[src/rtl/fetch_unit.sv]
// Instruction fetch unit: single-outstanding imem requests feeding a DEPTH-entry {pc, instr} prefetch FIFO.
// Optional FETCH_STATS_EN macro adds saturating stat_fetched / stat_stall counters.
module fetch_unit #(
  parameter logic [31:0] RESET_PC = 32'h0000_0000,
  parameter int          DEPTH    = 4
) (
  input  logic        clk,
  input  logic        reset,
  output logic        imem_req,
  output logic [31:0] imem_addr,
  input  logic [31:0] imem_rdata,
  input  logic        redirect_valid,
  input  logic [31:0] redirect_pc,
  output logic        out_valid,
  input  logic        out_ready,
  output logic [31:0] pc_out,
  output logic [31:0] instruction
`ifdef FETCH_STATS_EN
  ,
  output logic [31:0] stat_fetched,
  output logic [31:0] stat_stall
`endif
);

  localparam int PTR_W = (DEPTH > 1) ? $clog2(DEPTH) : 1;
  localparam int CNT_W = PTR_W + 1;
  localparam logic [CNT_W-1:0] DEPTH_C = CNT_W'(DEPTH);

  logic [31:0]      fetch_pc_reg;
  logic [31:0]      inflight_pc_reg;
  logic             inflight_reg;
  logic [CNT_W-1:0] count_reg;
  logic [PTR_W-1:0] rd_ptr_reg;
  logic [PTR_W-1:0] wr_ptr_reg;
  logic [31:0]      pc_mem    [DEPTH];
  logic [31:0]      instr_mem [DEPTH];

  logic [CNT_W-1:0] occupancy;
  logic             push;
  logic             pop;
  logic             unused_redirect_bits;

  // A slot is reserved for the outstanding response, so the FIFO can never overflow.
  assign occupancy  = count_reg + CNT_W'(inflight_reg);
  assign imem_req   = !reset && !redirect_valid && (occupancy < DEPTH_C);
  assign imem_addr  = reset ? RESET_PC : fetch_pc_reg;
  assign out_valid  = !reset && (count_reg != '0);
  assign pop        = out_valid && out_ready;
  assign push       = inflight_reg && !redirect_valid && !reset;
  assign pc_out      = out_valid ? pc_mem[rd_ptr_reg]    : 32'h0;
  assign instruction = out_valid ? instr_mem[rd_ptr_reg] : 32'h0;
  assign unused_redirect_bits = &{1'b0, redirect_pc[1:0]};

  always_ff @(posedge clk) begin
    if (reset) begin
      fetch_pc_reg    <= RESET_PC;
      inflight_pc_reg <= RESET_PC;
      inflight_reg    <= 1'b0;
      count_reg       <= '0;
      rd_ptr_reg      <= '0;
      wr_ptr_reg      <= '0;
    end else if (redirect_valid) begin
      // Flush everything, including the response still on its way back.
      fetch_pc_reg <= {redirect_pc[31:2], 2'b00};
      inflight_reg <= 1'b0;
      count_reg    <= '0;
      rd_ptr_reg   <= '0;
      wr_ptr_reg   <= '0;
    end else begin
      inflight_reg <= imem_req;
      if (imem_req) begin
        inflight_pc_reg <= fetch_pc_reg;
        fetch_pc_reg    <= fetch_pc_reg + 32'd4;
      end
      if (push) wr_ptr_reg <= wr_ptr_reg + 1'b1;
      if (pop)  rd_ptr_reg <= rd_ptr_reg + 1'b1;
      count_reg <= count_reg + CNT_W'(push) - CNT_W'(pop);
    end
  end

  always_ff @(posedge clk) begin
    if (push) begin
      pc_mem[wr_ptr_reg]    <= inflight_pc_reg;
      instr_mem[wr_ptr_reg] <= imem_rdata;
    end
  end

`ifdef FETCH_STATS_EN
  always_ff @(posedge clk) begin
    if (reset) begin
      stat_fetched <= 32'h0;
      stat_stall   <= 32'h0;
    end else begin
      if (push && (stat_fetched != 32'hFFFF_FFFF)) stat_fetched <= stat_fetched + 32'd1;
      if (!out_valid && (stat_stall != 32'hFFFF_FFFF)) stat_stall <= stat_stall + 32'd1;
    end
  end
`endif

endmodule

[config.mk]
export PLATFORM = sky130hd
export DESIGN_NAME = fetch_unit
export DESIGN_NICKNAME = d
export VERILOG_FILES = /design/src/rtl/fetch_unit.sv
export SDC_FILE = /design/constraint.sdc
export NUM_CORES = 1
export LEC_CHECK = 0
export ABC_AREA = 1
export CORE_ASPECT_RATIO = 2
export CORE_UTILIZATION = 50
export CTS_CLUSTER_DIAMETER = 30
export DETAILED_ROUTE_END_ITERATION = 6
export PLACE_DENSITY = 0.76
export SLEW_MARGIN = 15
export SYNTH_ARGS = -nofsm -noshare
export SYNTH_HDL_FRONTEND = slang
export SYNTH_SLANG_ARGS = --single-unit
[constraint.sdc]
create_clock -name clk -period 4.25 [get_ports clk]
set_clock_uncertainty 0.15 [all_clocks]
set_input_delay 0.85 -clock clk [delete_from_list [all_inputs] [get_ports clk]]
set_output_delay 0.85 -clock clk [all_outputs]
set_load 0.05 [all_outputs]
### Word level (Yosys, flattened, before mapping)

Memories as Yosys holds them, arrays and structs flattened. A register that Yosys moved wholly into a read port is not among the register bits.
Cells that the tools add are included.

| cells by class | value |
|---|---|
| add/subtract/negate cells | 6 |
| $mul | 0 |
| divide/modulo/power cells | 0 |
| $lt $le $gt $ge | 1 |
| eq/ne operators | 0 |
| shift operators | 0 |
| multiplexer cells | 11 |
| bitwise logic cells | 1 |
| reductions and logical operators | 12 |

Operators by type and width:

| cell | count |
|---|---|
| 32-bit two-way mux | 5 |
| 32-bit by 3-bit adder with 32-bit output, second input constant | 1 |
| 2-bit two-way mux | 4 |
| 3-bit by 1-bit adder with 3-bit output | 2 |
| 1-bit logical AND | 6 |
| 2-bit by 1-bit adder with 2-bit output, second input constant | 2 |
| 3-bit less-than comparator, second input constant | 1 |
| 3-bit nonzero test | 1 |
| 3-bit by 1-bit subtractor with 3-bit output | 1 |
| 1-bit logical NOT | 2 |
| 1-bit two-way mux | 2 |
| 2-bit AND reduction | 1 |
| 2-bit nonzero test | 1 |
| 2-bit OR reduction | 1 |
| 1-bit NOT | 1 |

| storage, ports and cells | value |
|---|---|
| register bits after elaboration | 72 |
| latch bits | 0 |
| RAM bits | 256 |
| memory bits (read-only) | 0 |
| bits of input ports | 68 |
| output and inout bits | 98 |
| logic and storage cells | 40 |
| memories kept | 2 |

Memory list:

| memory | words | width | read ports | clocked after Yosys merged registers in | write ports | line | RTL |
|---|---|---|---|---|---|---|---|
| instr_mem | 4 | 32 | 1 | 1 | 1 | 36 | `logic [31:0] instr_mem [DEPTH];` |
| pc_mem | 4 | 32 | 1 | 1 | 1 | 35 | `logic [31:0] pc_mem [DEPTH];` |

### Depth between registers and ports, before layout

| depth | value |
|---|---|
| depth in word-level cells | 5 |
| depth in mapped cells | 12 |
| depth with buffers taken out | 12 |

### Worst setup path after synthesis

OpenSTA, ideal clock, no wires.

| timing | value |
|---|---|
| kind | input to register |
| from | in redirect_valid |
| to | mem instr_mem[0][0], enable pin |
| setup time | 482 ps |
| arrival time | 3755 ps |
| data required time | 3618 ps |
| slack | -138 ps |
| cell stages on the path | 3 |
| buffers on the path | 0 |
| path through | nor2_4 > nand2_1 > nor2_1 |

| between the ends | value |
|---|---|
| word-level cells in the longest chain between the ends | 5 |

Ends and longest elaborated chain:

| element | line | RTL |
|---|---|---|
| start: declaration | 12 | `input logic redirect_valid,` |
| 1-bit logical NOT | 49 | `assign push = inflight_reg && !redirect_valid && !reset;` |
| 1-bit logical AND (2 in a row) | 49 |  |
| 1-bit two-way mux | 82 | `if (push) begin` |
| 1-bit two-way mux (not written as such) | 84 | `instr_mem[wr_ptr_reg] <= imem_rdata;` |
| end: declaration | 36 |  |

Every way passes these cells.

==> results_dict.tcl <==
set metrics [dict create \
    outcome "completed" \
    top_register "instr_mem" \
    grt_pass1_wl_um 48100 \
    min_period_ns 3.78 \
    layout_common_cells "326 x nor2_1, 248 x edfxtp_1, 169 x o21ai_0" \
    setup_viol 0 \
    slew_headroom_pct 49.6 \
    crit_end "pc_out[30]" \
    final_max_slew_viol_count 0 \
    switching_share_pct 22.1 \
    yosys_warnings 0 \
    final_antenna_net_count 0 \
    grtUsageTotal_pct 22.6 \
    seq_area_frac_synth_pct 66.4 \
    min_period_over_period_pct 88.9 \
    clock_power_share_pct 42.3 \
    synth_ff_type "edfxtp_1" \
    start_kind "flop" \
    fill_cells 2102 \
    vias 9827 \
    cp_slowest_cell "dfxtp_2" \
    p_leak_nw 5.96 \
    finalHoldViolations 0 \
    dp_hpwl_um 19400 \
    critPathMaxStageDelay_ns 0.67 \
    finalCoreUtilization_pct 61.8 \
    syn_to_final_growth_pct 21.9 \
    routed_wl_um 31000 \
    worstPathArrival_ns 2.78 \
    cts_buffer_depth 3 \
    clk_pin_slew_ns 0.06 \
    r2r_cells 13 \
    nets 1555 \
    largest_reg_flops 128 \
    drt_iter0_markers 519 \
    place_area_mm2 0.0152 \
    critPathKind "reg -> out" \
    antenna_found_initial 0 \
    tightest_slew_ns 0.756 \
    min_path_type "reg -> reg" \
    power_frac_seq_pct 52.2 \
    cts_root_buf "clkbuf_16" \
    core_area_mm2 0.0263 \
    r2r-end "count_reg[2]" \
    drt_pass1_iterations 5 \
    chipHeight_um 233 \
    p_comb_share_pct 5.5 \
    setup_slack_ns 0.474 \
    irDropWorstVdd_mv 0.303 \
    diodes 0 \
    synth_edf_count 248 \
    drc 0 \
    end_kind "output port" \
    seqCellArea_mm2 0.00885 \
    power.density_mw_per_mm2 406 \
    initial_utilization_pct 50.7 \
    rsz0062_at_grt "no" \
    path_cells "inv_2, buf_4, nor2_1, o21ai_0, a21oi_1, buf_4" \
    grt_max_degree 125 \
    fp-row-count 84 \
    drv_cap 0 \
    p_sw_mw 1.46 \
    drive_gt1_share_pct 11.2 \
    die_x_um 117 \
    dp_slack_ns 1.00 \
    cts_buffers 30 \
    routed_via_density 5.32 \
    ys_seq_elements 318 \
    worst-endpoint-required_ns 3.25 \
    p_int_mw 5.14 \
    power_mw 6.60 \
    grt_pass1_vias 9671 \
    htreeDepth 1 \
    multi_input_area_mm2 0.00389 \
    cts_hold_buf 0 \
    cts_tree "yes" \
    cpMostUsedCell "buf_4" \
    clk_latency_ns 0.57 \
    post_cts.repair.setup_buffers 0 \
    io_pins 166 \
    place.port_buffers 159 \
    max_freq_mhz 265 \
    crit_fanout 27 \
    layout_commonest_cell "nor2_1" \
    dieArea_mm2 0.0274 \
    syn_avg_cell_area_um2 9.99 \
    post_drt_wl_per_cell_um 16.8 \
    cts_num_sinks 318 \
    post_cts_resized 0 \
    postSynthCellCount 1334 \
    grt_overflow 0 \
    synth_cell_type_count 30 \
    post-route-cell-area_mm2 0.0162 \
    reg.largest.list "instr_mem x128, pc_mem x120" \
    worstReg2RegStart "count_reg[1]" \
    regToRegSetupSlack_ns 1.71 \
    netlist_area_mm2 0.0133 \
    postSynth.asyncResetShare_pct 0 \
    gp_congestion 0.927 \
]
[routing by layer]
metal | vias up | wire length [um] | GRT usage [%]
met2 | 317 | 17000 | 43.3
met1 | 4638 | 11200 | 23.5
met3 | 83 | 1310 | 2.18
li1 | 4789 | - | -
met4 | 0 | 1520 | 13.5
met5 | - | 0 | 0
[synth_stat cells, types with 5 or more instances]
cell type,instances,area share [%]
xor2_1,5,0.33
inv_1,77,2.2
edfxtp_1,248,56
o21ai_0,169,6.3
buf_4,8,0.45
dfxtp_1,70,11
nor2_2,8,0.38
buf_1,11,0.31
buf_2,17,0.64
nand3_1,57,2.1
clkbuf_1,38,1.1
nand2_1,148,4.2
nor2_1,330,9.3
ha_1,7,0.66
inv_2,5,0.14
a21oi_1,114,4.3
[critical path: cells and delay by family (launching register included)]
kind	cells	cell delay [ns]
AOI/OAI and AO/OA	2	0.39
buffers and inverters	3	1.01
DFF	1	0.67
and+or+nand+nor	1	0.12
[area by class of cell]
| type | instances | share of cell area [%] |
|---|---|---|
| flip-flops and latches | 318 | 54.5 |
| repair buffers | 184 | 10.4 |
| well taps | 344 | 2.65 |
| clock inverters | 17 | 1.31 |
| clock buffers | 39 | 5.30 |
| inverters | 83 | 1.93 |
| multi-input cells | 862 | 23.9 |
[through the flow]
stage / std cells / hold slack (ns) / setup TNS (ns)
floorplan: 1337 / 0.286 / -34.17
CTS: 1847 / 0.319 / 0
global placement: 1791 / 0.294 / 0
finish: 1847 / 0.315 / 0
global route: 1847 / 0.356 / 0
detailed placement: 1791 / 0.301 / 0
[logic make-up (layout without fill, tap and decap cells)]
| kind of cell | after synthesis | after routing | share of synthesized area, % |
|---|---|---|---|
| xor+xnor | 7 | 7 | 0.460 |
| fa+ha+maj | 8 | 8 | 0.807 |
| buf+inv | 157 | 323 | 4.81 |
| simple gates | 551 | 551 | 16.4 |
| other cells | 1 | 4 | 0.0281 |
| flops | 318 | 318 | 66.4 |
| compound gates | 292 | 292 | 11.1 |
[worst min path at each step]
stage,startpoint,to,cells past startpoint
final,rd_ptr_reg[1],flop,2
after global routing,rd_ptr_reg[1],flop,2
after CTS,rd_ptr_reg[1],flop,2
after detailed placement,rd_ptr_reg[1],flop,2
after global placement,rd_ptr_reg[1],flop,2
after floorplan,rd_ptr_reg[1],flop,2
[power groups by stage]
stage                     registers, mW  logic, mW  clock network, mW
after floorplan                    3.50      0.213                  0
after global placement             3.51      0.355                  0
after detailed placement           3.52      0.360                  0
after CTS                          3.45      0.363               2.83
after global routing               3.45      0.395               2.94
final                              3.45      0.362               2.79
Power figures use the tool's default switching activity.
